$ cat src/rtl/text_cmd_scheduler.sv
// ---------------------------------------------------------------------------
// text_cmd_scheduler
// Collects 32-bit commands from two requesters (A: host/CPU, B: frame
// animation), arbitrates them round-robin into a shared FIFO and issues each
// one to text_area8x8 as a single-cycle strobe, only while the display is
// blanked. Commands whose opcode equals DEFER_OP (e.g. scroll) are held until
// vertical blank. Single clock domain (pixel clock).
//
// Ports:
//   i_pix_clk            pixel clock
//   i_rst                asynchronous active-high reset
//   i_a_valid/i_a_data   requester A command offer
//   o_a_ready            A transfer happens when i_a_valid & o_a_ready
//   i_b_valid/i_b_data   requester B command offer
//   o_b_ready            B transfer happens when i_b_valid & o_b_ready
//   i_blank              display not active (h or v blank)
//   i_vblank             vertical blank interval
//   o_cmd_clk            one-cycle issue strobe
//   o_cmd_data           command, stable from ARM through end of GAP
//   o_level              FIFO occupancy
//   o_busy               FIFO non-empty or sequencer not idle
//
// Build option:
//   TXT_CMD_COALESCE_EN  when defined, a not-yet-eligible deferred command in
//                        ARM is replaced by a same-opcode FIFO head (latest
//                        wins), so a burst of scrolls yields one strobe.
// ---------------------------------------------------------------------------
module text_cmd_scheduler #(
    parameter int unsigned DEPTH      = 8,
    parameter int unsigned DW         = 32,
    parameter logic [3:0]  DEFER_OP   = 4'b0011,
    parameter int unsigned GAP_CYCLES = 2
) (
    input  logic                   i_pix_clk,
    input  logic                   i_rst,
    input  logic                   i_a_valid,
    input  logic [DW-1:0]          i_a_data,
    output logic                   o_a_ready,
    input  logic                   i_b_valid,
    input  logic [DW-1:0]          i_b_data,
    output logic                   o_b_ready,
    input  logic                   i_blank,
    input  logic                   i_vblank,
    output logic                   o_cmd_clk,
    output logic [DW-1:0]          o_cmd_data,
    output logic [$clog2(DEPTH):0] o_level,
    output logic                   o_busy
);

    localparam int unsigned AW = $clog2(DEPTH);
    localparam int unsigned LW = AW + 1;
    localparam int unsigned GW = $clog2(GAP_CYCLES + 1);

    typedef enum logic [1:0] {
        IDLE  = 2'd0,
        ARM   = 2'd1,
        PULSE = 2'd2,
        GAP   = 2'd3
    } state_t;

    state_t        state;
    logic [DW-1:0] mem [DEPTH];
    logic [AW-1:0] wr_ptr;
    logic [AW-1:0] rd_ptr;
    logic [LW-1:0] count;
    logic          rr_b;
    logic [GW-1:0] gap_cnt;

    logic          full;
    logic          empty;
    logic          push;
    logic          pop;
    logic          take_a;
    logic          eligible;
    logic          coalesce;
    logic [DW-1:0] push_data;
    logic [DW-1:0] head;

    assign full  = (count == LW'(DEPTH));
    assign empty = (count == LW'(0));
    assign head  = mem[rd_ptr];

    // Round-robin arbiter; with no request the pointer port is pre-granted.
    always_comb begin
        o_a_ready = 1'b0;
        o_b_ready = 1'b0;
        if (!full) begin
            if (i_a_valid && !i_b_valid) begin
                o_a_ready = 1'b1;
            end else if (i_b_valid && !i_a_valid) begin
                o_b_ready = 1'b1;
            end else begin
                o_a_ready = !rr_b;
                o_b_ready = rr_b;
            end
        end
    end

    assign take_a    = i_a_valid & o_a_ready;
    assign push      = take_a | (i_b_valid & o_b_ready);
    assign push_data = take_a ? i_a_data : i_b_data;

    // Held command may issue only in blank; deferred opcode also needs vblank.
    assign eligible = i_blank & ((o_cmd_data[DW-1 -: 4] != DEFER_OP) | i_vblank);

`ifdef TXT_CMD_COALESCE_EN
    // Replace a waiting deferred command with a newer one of the same opcode.
    assign coalesce = (state == ARM) & !eligible & !empty
                    & (o_cmd_data[DW-1 -: 4] == DEFER_OP)
                    & (head[DW-1 -: 4] == DEFER_OP);
`else
    assign coalesce = 1'b0;
`endif

    assign pop = ((state == IDLE) & !empty) | coalesce;

    // FIFO storage (no reset needed; occupancy is tracked by count).
    always_ff @(posedge i_pix_clk) begin
        if (push) begin
            mem[wr_ptr] <= push_data;
        end
    end

    // FIFO pointers, occupancy and round-robin pointer.
    always_ff @(posedge i_pix_clk or posedge i_rst) begin
        if (i_rst) begin
            wr_ptr <= '0;
            rd_ptr <= '0;
            count  <= '0;
            rr_b   <= 1'b0;
        end else begin
            if (push) begin
                wr_ptr <= wr_ptr + AW'(1);
            end
            if (pop) begin
                rd_ptr <= rd_ptr + AW'(1);
            end
            if (push && !pop) begin
                count <= count + LW'(1);
            end else if (pop && !push) begin
                count <= count - LW'(1);
            end
            // Pointer only moves when a real contention was resolved.
            if (push && i_a_valid && i_b_valid) begin
                rr_b <= ~rr_b;
            end
        end
    end

    // Issue sequencer: IDLE -> ARM -> PULSE -> GAP -> IDLE.
    always_ff @(posedge i_pix_clk or posedge i_rst) begin
        if (i_rst) begin
            state      <= IDLE;
            o_cmd_clk  <= 1'b0;
            o_cmd_data <= '0;
            gap_cnt    <= '0;
        end else begin
            o_cmd_clk <= 1'b0;
            case (state)
                IDLE: begin
                    if (!empty) begin
                        o_cmd_data <= head;
                        state      <= ARM;
                    end
                end
                ARM: begin
                    if (eligible) begin
                        o_cmd_clk <= 1'b1;
                        state     <= PULSE;
                    end else if (coalesce) begin
                        o_cmd_data <= head;
                    end
                end
                PULSE: begin
                    gap_cnt <= GW'(GAP_CYCLES);
                    state   <= GAP;
                end
                GAP: begin
                    gap_cnt <= gap_cnt - GW'(1);
                    if (gap_cnt == GW'(1)) begin
                        state <= IDLE;
                    end
                end
                default: begin
                    state <= IDLE;
                end
            endcase
        end
    end

    assign o_level = count;
    assign o_busy  = !empty | (state != IDLE);

endmodule
$ cat config.mk
export PLATFORM = sky130hd
export DESIGN_NAME = text_cmd_scheduler
export DESIGN_NICKNAME = d
export VERILOG_FILES = /design/src/rtl/text_cmd_scheduler.sv
export SDC_FILE = /design/constraint.sdc
export NUM_CORES = 1
export LEC_CHECK = 0
export CORE_UTILIZATION = 55
export DETAILED_ROUTE_END_ITERATION = 8
export PLACE_DENSITY = 0.89
export SKIP_LAST_GASP = 1
export SLEW_MARGIN = 20
export SYNTH_ARGS = -nofsm -noshare
export SYNTH_HDL_FRONTEND = slang
export SYNTH_SLANG_ARGS = --single-unit
$ cat constraint.sdc
create_clock -name i_pix_clk -period 4.51 [get_ports i_pix_clk]
set_input_delay 0.902 -clock i_pix_clk [delete_from_list [all_inputs] [get_ports i_pix_clk]]
set_output_delay 0.902 -clock i_pix_clk [all_outputs]
set_load 0.01 [all_outputs]
==> flow_summary_export.csv, run 1 <==
group,metric,value,unit
synth,synth_top_area_share,62.7,%
place,place_hpwl,14.0,mm
synth,synth_compound_area_share,6.23,%
sta,max_slew_margin,32.7,%
flow_run,drv_cap,0,
cells_and_area,finish.utilization,67.0,%
pwr,power.leakage,5.18,nW
synth,synth_top_area_cell,"edfxtp_1",
worst_setup_path,crit_path_start_kind,"input port",
sta,grt_setup_unrepaired,"no",
place,gp_congestion,0.759,
cts,clockBufferDepth,3,
worst_setup_path,crit_type,"in -> out",
min_path,min_path_type,"reg -> reg",
sta,min_period_over_period,75.7,%
detailed_routing,vias,6788,
synth,synthCells,719,
sta,fmax,293,MHz
synth,synth.area.top_cells,"edfxtp_1, dfrtp_1, mux2_2",
cells_and_area,fin_nets,914,
sta,fin_worst_skew,17.0,ps
sta,hold_violations,0,
worst_setup_path,arrival,2510,ps
worst_setup_path,critPathMaxFanout,4,
synth,avgSynthCellArea,17.0,um2
floorplanning,die_area,0.0229,mm2
detailed_routing,finalWirelength,25.3,mm
floorplanning,core,0.0218,mm2
place,port_buffers,109,
detailed_routing,dr.pass1.iters,5,
synth,synth_area,0.0123,mm2
detailed_routing,ant_nets,0,
cells_and_area,mostFrequentLayoutCells,"edfxtp_1, clkdlybuf4s50_1, mux2_2",
synth,synth_flop_cell,"edfxtp_1",
pwr,p_total,10.2,mW
cts,post_cts_resized,0,
synth,synth_xor_xnor_area_share,0.429,%
worst_setup_path,endpoint_kind,"primary output",
pwr,power_density,695,mW/mm2
sta,tns,0,ps
cells_and_area,area_growth,19.3,%
detailed_routing,drt_iter0_drc,577,
run_status,outcome,"completed",
sta,final_max_slew_viol_count,0,
cts,clk_pin_slew,60,ps
synth,synth-adder-area-share,1.27,%
cts,clk_latency,540,ps
synth,synth_simple_gate_area_share,2.85,%
cts,postCtsSetupBuffers,0,
global_route,antenna_found_initial,0,
synth,yosysSeqAreaShare,72.5,%
synth,syn_nets,800,
global_route,globalRouteTotalUtil,23.0,%
synth,yosys_warnings,0,
worst_setup_path,cp_data_required_time,3610,ps
floorplanning,rows,54,
sta,worstMarginPinSlew,1010,ps
synth,synth_top_family_by_area,"multiplexers",
floorplanning,die_h,151,um
global_route,grt-ovfl-total,0,
global_route,grt_pass1_wl,38.6,mm
synth,ys_types,40,
cells_and_area,num_antenna_cells,0,
detailed_routing,drc_errors,0,
cts,postCtsHoldBufs,0,
synth,ys_ff_latch,304,
sta,setup-violations-final,0,
global_route,grt_pass1_vias,6903,
sta,hold_ws,485,ps
detailed_routing,vias_per_cell,5.98,
cells_and_area,drive_gt1_share,19.9,%
cts,htreeDepth,1,
pwr,ir_drop,370,uV
sta,period_minus_slack,3410,ps
floorplanning,io_pins,110,
synth,synthArstFlopShare,15.8,%
cells_and_area,layout_commonest_cell,"edfxtp_1",
floorplanning,initial_core_util,56.1,%
synth,synth_edf_count,256,
floorplanning,die_w,151,um
cts,cts-root-buf,"clkbuf_16",
cts,cts_buffers,28,
synth,muxShareOfSynthArea,14.6,%
detailed_routing,wire_per_inst,22.3,um
global_route,grt_max_degree,68,
cts,cts_tree,"done",
cts,cts_sinks,304,
==> power by group <==
group	leakage [nW]	total (mW)	switching [mW]	internal [mW]
logic	1.80	3.38	1.88	1.50
registers	2.92	4.38	0.429	3.95
clock network	0.465	2.41	0.987	1.42
==> final timing paths <==
kind | from | cells after the start | endpoint | slack (ps)
worst max register to register | o_level[1] | 8 | o_level[3] | 1800
worst min-delay path | o_cmd_data[16] | 2 | o_cmd_data[16] | 480
max in group asynchronous | i_rst | 3 | o_cmd_data[18] | 3010
worst min register to register | o_cmd_data[16] | 2 | o_cmd_data[16] | 480
min in group asynchronous | i_rst | 2 | o_level[3] | 640
worst max-delay path | i_a_valid | 5 | o_b_ready | 1100
==> worst max-delay path: stages <==
cell and delay, ps:
clkdlybuf4s50_1 560, inv_1 70, maj3_1 350, and2_1 160, clkdlybuf4s50_1 470
==> Yosys cell counts (6+ instances only) <==
master,instances
o21ai_1,32
a221o_1,11
mux2_2,94
inv_1,8
buf_2,10
buf_4,8
mux2_1,7
dfrtp_1,48
clkbuf_1,11
nand2_1,44
edfxtp_1,256
nor2_1,13
mux2i_1,65
nor3_1,6
a22oi_1,21
o22ai_1,11
nand2b_1,6
ha_1,10
o221ai_1,22
==> area by class of cell <==
| class | count | area (um2) |
|---|---|---|
| Clock buffer | 34 | 754 |
| Clock inverter | 18 | 199 |
| Fill cell | 1368 | 7200 |
| Inverter | 8 | 30.0 |
| Multi-Input combinational cell | 369 | 3200 |
| Sequential cell | 304 | 8890 |
| Tap cell | 280 | 350 |
| Timing Repair Buffer | 122 | 1200 |
==> stage by stage <==
stage / std cells / setup WS [ps] / instance area (um2)
3_5_place_dp: 1083 / 1020 / 13700
5_1_grt: 1135 / 1000 / 14600
2_1_floorplan: 719 / 515 / 12300
3_3_place_gp: 1083 / 1070 / 13700
4_1_cts: 1135 / 1130 / 14600
6_report: 1135 / 1100 / 14600
==> flip-flops by register name, summed over array words and instances (netlist names) <==
register    flops
o_cmd_data     32
state           2
o_level         4
wr_ptr          3
o_cmd_clk       1
gap_cnt         2
mem           256
rd_ptr          3
rr_b            1
==> cell families (layout without fill, tap and decap cells) <==
group,Yosys count,after routing
compound gates,108,108
buf+inv,46,182
flops,304,304
xor+xnor,6,6
fa+ha+maj,12,12
mux,166,166
simple gates,77,77
==> layer usage <==
layer	vias to the layer above	part of all wire (%)	GRT usage [%]	routed length, um
met5	-	0	0	0
met4	0	2.3	8.40	594
met3	39	6.5	2.59	1650
met2	307	50	38.9	12700
met1	3399	41	30.7	10400
li1	3043	-	-	-
(Power assumes the default switching activity.)
==> inputs of run 2 (changes only) <==
--- a/config.mk
+++ b/config.mk
@@ -5,9 +5,9 @@
 export SDC_FILE = /design/constraint.sdc
 export NUM_CORES = 1
 export LEC_CHECK = 0
-export CORE_UTILIZATION = 55
+export CORE_UTILIZATION = 52
 export DETAILED_ROUTE_END_ITERATION = 8
-export PLACE_DENSITY = 0.89
+export PLACE_DENSITY = 0.88
 export SKIP_LAST_GASP = 1
 export SLEW_MARGIN = 20
 export SYNTH_ARGS = -nofsm -noshare
==> constraint.sdc (replaced) <==
create_clock -name i_pix_clk -period 2.9 [get_ports i_pix_clk]
set_input_delay 0.58 -clock i_pix_clk [delete_from_list [all_inputs] [get_ports i_pix_clk]]
set_output_delay 0.58 -clock i_pix_clk [all_outputs]
set_load 0.01 [all_outputs]
==> run 2 against run 1 <==
Effect of this change: sequential power increased by 55%; sequential cell count unchanged; non-clock buffer count increased by 17; combinational power increased by 65%; highest routed layer unchanged.
==> flow_summary_export.csv, run 2 (synthesis gave the netlist of run 1 again) <==
group,metric,value,unit
pwr,power.leakage,5.37,nW
global_route,globalRouteTotalUtil,21.6,%
floorplanning,die_area,0.0242,mm2
detailed_routing,dr.pass1.iters,6,
cells_and_area,layout_commonest_cell,"edfxtp_1",
run_status,outcome,"completed",
pwr,ir_drop,603,uV
pwr,p_comb_share,33.7,%
floorplanning,initial_core_util,53.6,%
cells_and_area,multi_input_area,0.00320,mm2
sta,period_minus_slack,2740,ps
pwr,p_seq_share,40.8,%
worst_setup_path,crit_cells,5,
pwr,p_sw,5.28,mW
cells_and_area,design_area,0.0151,mm2
detailed_routing,wire_per_inst,21.4,um
sta,grt_setup_unrepaired,"no",
cts,htreeDepth,1,
cells_and_area,largest_reg_flops,256,
sta,fmax,365,MHz
place,place_hpwl,15.0,mm
cells_and_area,layout.cells.non_filler,1187,
min_path,min_path_type,"in -> async",
sta,max_slew_margin,41.7,%
floorplanning,io_pins,110,
cts,postCtsHoldBufs,0,
worst_setup_path,critPathMaxStageDelay,540,ps
worst_setup_path,endpoint_kind,"primary output",
sta,fin_worst_skew,21.2,ps
worst_setup_path,critPathMostFrequentCell,"clkdlybuf4s50_1",
cts,cts-root-buf,"clkbuf_16",
cts,post_cts_resized,0,
sta,tns,0,ps
place,port_buffers,109,
place,dpl_worst_slack,-22.6,ps
pwr,clkPwrFrac,25.5,%
sta,fin_ws,160,ps
pwr,intPower,11.3,mW
floorplanning,rows,55,
detailed_routing,drt_iter0_drc,777,
global_route,grt-ovfl-total,0,
sta,final_max_slew_viol_count,0,
worst_setup_path,arrival,2160,ps
worst_setup_path,rrSetupSlack,340,ps
worst_setup_path,worst_path_dominant_cell_family,"buffers and inverters",
global_route,grt_pass1_vias,6870,
detailed_routing,vias,6852,
cells_and_area,num_antenna_cells,0,
pwr,p_total,16.6,mW
worst_setup_path,critPathMaxFanout,4,
worst_setup_path,cp_cell_sequence,"clkdlybuf4s50_1, inv_1, maj3_1, and2_1, clkdlybuf4s50_1",
cts,postCtsSetupBuffers,0,
pwr,p_sw_share,31.9,%
worst_setup_path,crit_type,"in -> out",
detailed_routing,vias_per_cell,5.77,
sta,hold_violations,0,
global_route,grt_max_degree,68,
place,dp_cells,1133,
worst_setup_path,crit_slowest_cell,"clkdlybuf4s50_1",
cells_and_area,largest-register,"mem",
floorplanning,die_h,156,um
cts,cts_tree,"done",
cells_and_area,fin_nets,932,
cells_and_area,mostFrequentLayoutCells,"edfxtp_1, clkdlybuf4s50_1, mux2_2",
cts,clk_pin_slew,60,ps
cts,cts_buffers,29,
worst_setup_path,reg2reg_depth,8,
global_route,grt_pass1_wl,39.6,mm
floorplanning,die_w,156,um
floorplanning,core,0.0228,mm2
sta,min_period_over_period,94.5,%
cells_and_area,drive_gt1_share,22.1,%
place,gp_congestion,0.763,
cts,cts_sinks,304,
worst_setup_path,cp_data_required_time,2320,ps
cells_and_area,register_area,0.00889,mm2
cts,clockBufferDepth,3,
global_route,antenna_found_initial,0,
pwr,power_density,1100,mW/mm2
detailed_routing,ant_nets,0,
sta,setup-violations-final,0,
cts,clk_latency,540,ps
flow_run,drv_cap,0,
detailed_routing,drc_errors,0,
cells_and_area,area_growth,22.8,%
place,place_area,0.0140,mm2
detailed_routing,finalWirelength,25.4,mm
worst_setup_path,crit_path_start_kind,"input port",
cells_and_area,fillers,1489,
sta,worstMarginPinSlew,875,ps
worst_setup_path,critPathBufInv,3,
-- run 2: cell count changes in the layout (fill, tap and decap cells not counted), sizes merged --
cell	delta
clkinvlp	-1
clkbuf	-1
buf	+17
bufinv	+4
inv	+2
clkinv	-2
-- run 2: worst paths after layout --
check / to / startpoint
worst max-delay path: o_b_ready / i_a_valid
worst min-delay path: o_level[0] / i_rst
worst max register to register: o_level[3] / o_level[1]
worst min register to register: o_cmd_data[16] / o_cmd_data[16]
max in group asynchronous: rd_ptr[0] / i_rst
min in group i_pix_clk: o_cmd_data[16] / o_cmd_data[16]
-- run 2: final cells by class --
| class | count | share of cell area (%) |
|---|---|---|
| inverters | 8 | 0.200 |
| clock buffers | 33 | 5.05 |
| clock inverters | 21 | 2.14 |
| well taps | 313 | 2.60 |
| repair buffers | 139 | 9.66 |
| flip-flops and latches | 304 | 59.1 |
| multi-input cells | 369 | 21.3 |
-- run 2: power by group through the flow --
stage | Combinational, mW | Clock (mW) | Sequential (mW)
after global routing | 6.02 | 4.41 | 6.88
after detailed placement | 5.56 | 0 | 6.83
after global placement | 5.35 | 0 | 6.77
after CTS | 5.62 | 4.24 | 6.77
after floorplan | 3.55 | 0 | 6.72
final | 5.58 | 4.22 | 6.77
-- run 2: routing by layer --
metal / global-route usage [%] / vias up / share of wire, %
li1: - / 3085 / -
met1: 29.4 / 3424 / 42
met2: 36.6 / 285 / 50
met3: 2.81 / 58 / 6.0
met4: 6.30 / 0 / 2.3
met5: 0 / - / 0
-- run 2: worst register-to-register path: cells and delay by family (launching register included) --
kind | cells | cell delay (ps)
AND/OR/NAND/NOR | 2 | 560
buffers and inverters | 1 | 80
AO/OA/AOI/OAI | 3 | 820
flip-flops | 1 | 480
adder cells (fa/ha/maj) | 2 | 480
-- run 2: through the flow --
stage          util (%)  hold WS [ps]
2_1_floorplan         -           473
3_3_place_gp       61.1           470
3_5_place_dp       61.1           476
4_1_cts            65.9           441
5_1_grt            65.9           485
6_report           65.9           423
==> inputs of run 3 (changes only) <==
--- a/config.mk
+++ b/config.mk
@@ -7,6 +7,7 @@
 export LEC_CHECK = 0
 export CORE_UTILIZATION = 52
 export DETAILED_ROUTE_END_ITERATION = 8
+export GPL_TIMING_DRIVEN = 0
 export PLACE_DENSITY = 0.88
 export SKIP_LAST_GASP = 1
 export SLEW_MARGIN = 20
==> run 3 against run 2 <==
Effect of this change: sequential cell count did not move; non-clock buffer count grew 20; clock skew decreased by 9.7 ps; count of clock-buffer cells in the layout up 12; maximum frequency up 0.66%; highest routed layer unchanged; critical endpoint is now o_a_ready; critical path type unchanged; critical path depth stayed put; register-to-register slack got worse by 100 ps.
==> flow_summary_export.csv, run 3 (synthesis gave the netlist of run 1 again) <==
group,metric,value,unit
run_status,outcome,"completed",
detailed_routing,drt_iter0_drc,816,
detailed_routing,vias,7096,
worst_setup_path,r2r_start,"o_level[3]",
cells_and_area,layout_commonest_cell,"edfxtp_1",
floorplanning,rows,55,
worst_setup_path,critPathMaxFanout,4,
worst_setup_path,critPathMaxStageDelay,540,ps
floorplanning,io_pins,110,
sta,fin_ws,178,ps
sta,fin_worst_skew,11.5,ps
cells_and_area,layout.cells.non_filler,1205,
place,gp_congestion,0.780,
place,place_hpwl,17.8,mm
worst_setup_path,reg2reg_depth,7,
worst_setup_path,cp_data_required_time,2320,ps
pwr,p_total,16.3,mW
cts,cts_sinks,304,
sta,setup-violations-final,0,
worst_setup_path,arrival,2140,ps
pwr,ir_drop,484,uV
floorplanning,core,0.0228,mm2
cts,clockBufferDepth,3,
global_route,grt_pass1_vias,7360,
cts,postCtsHoldBufs,0,
detailed_routing,finalWirelength,27.8,mm
cells_and_area,largest-register,"mem",
min_path,min_path_type,"in -> async",
worst_setup_path,cp_cell_sequence,"clkdlybuf4s50_1, inv_1, maj3_1, nor2_1, clkdlybuf4s50_1",
sta,grt_setup_unrepaired,"no",
cts,clk_pin_slew,60,ps
floorplanning,die_w,156,um
cts,htreeDepth,1,
sta,tns,0,ps
global_route,grt_pass1_wl,41.8,mm
global_route,grt-ovfl-total,0,
cells_and_area,area_growth,22.1,%
place,dpl_worst_slack,-243,ps
worst_setup_path,crit_slowest_cell,"clkdlybuf4s50_1",
worst_setup_path,critPathBufInv,3,
sta,worstMarginPinSlew,765,ps
worst_setup_path,worst_path_dominant_cell_family,"buffers and inverters",
worst_setup_path,crit_path_start_kind,"input port",
cells_and_area,fillers,1527,
sta,period_minus_slack,2720,ps
sta,max_slew_margin,48.9,%
cells_and_area,fin_nets,951,
flow_run,drv_cap,0,
sta,min_period_over_period,93.9,%
floorplanning,die_h,156,um
worst_setup_path,endpoint_kind,"primary output",
worst_setup_path,crit_start,"i_a_valid",
sta,final_max_slew_viol_count,0,
detailed_routing,drc_errors,0,
worst_setup_path,crit_type,"in -> out",
detailed_routing,dr.pass1.iters,4,
worst_setup_path,cp-endpoint,"o_a_ready",
place,dp_cells,1154,
global_route,antenna_found_initial,0,
cells_and_area,drive_gt1_share,20.6,%
cells_and_area,num_antenna_cells,0,
sta,hold_violations,0,
cells_and_area,mostFrequentLayoutCells,"edfxtp_1, clkdlybuf4s50_1, mux2_2",
global_route,globalRouteTotalUtil,23.5,%
pwr,power_density,1090,mW/mm2
cts,clk_latency,540,ps
global_route,grt_max_degree,30,
floorplanning,die_area,0.0242,mm2
pwr,power.leakage,5.31,nW
worst_setup_path,rrSetupSlack,240,ps
detailed_routing,ant_nets,0,
detailed_routing,wire_per_inst,23.1,um
cts,cts_tree,"done",
cts,cts_buffers,28,
cts,cts-root-buf,"clkbuf_16",
worst_setup_path,worstReg2RegEnd,"mem[1][25]",
detailed_routing,vias_per_cell,5.89,
cells_and_area,largest_reg_flops,256,
sta,fmax,367,MHz
worst_setup_path,crit_cells,5,
floorplanning,initial_core_util,53.6,%
place,port_buffers,109,
worst_setup_path,critPathMostFrequentCell,"clkdlybuf4s50_1",
[run 3: changes by cell type in the layout (fill, tap and decap cells not counted), sizes merged]
cell,change
clkbuf,+23
bufinv,-7
inv,-2
buf,+9
clkinvlp,-2
clkinv,-3
[run 3: how the worst min path moves through the flow]
stage	startpoint	end	slack (ps)	cells past startpoint
CTS	i_rst	o_cmd_clk	400	2
floorplan	rr_b	rr_b	470	1
detailed placement	o_cmd_data[6]	o_cmd_data[6]	480	2
global placement	o_cmd_data[14]	o_cmd_data[14]	470	2
global route	i_rst	o_cmd_clk	440	2
finish	i_rst	o_cmd_clk	400	2
[run 3: repair_timing]
action,4_1_cts,5_1_grt
setup endpoints to repair,1,1
gates cloned,0,0
resized for setup,2,7
buffers inserted,0,0
[run 3: power breakdown]
part           internal [mW]  switching [mW]
combinational           2.63            3.44
sequential              6.15           0.522
clock                   2.05            1.51
[run 3: metal layers]
layer  wire, um  GRT usage [%]  up-vias
met5          0              0        -
met4        763           9.38        0
met3       2320           3.68       63
met2      13600           38.6      389
met1      11100           31.6     3533
li1           -              -     3111
[run 3: area by class of cell]
type	instances	area, um2	share of cell area [%]
Clock inverter	7	57.6	0.385
Buffer	37	221	1.48
Multi-Input combinational cell	369	3200	21.4
Timing Repair Buffer	122	1340	8.93
Clock buffer	45	836	5.59
Inverter	8	30.0	0.201
Sequential cell	304	8890	59.4
Tap cell	313	392	2.62
[run 3: stage by stage]
stage / instance area [um2] / hold WS, ps / util (%)
after floorplan: 12300 / 473 / -
after global placement: 13700 / 470 / 60.2
after detailed placement: 14000 / 476 / 61.5
after CTS: 14900 / 403 / 65.4
after global routing: 15000 / 441 / 65.5
final: 15000 / 398 / 65.5
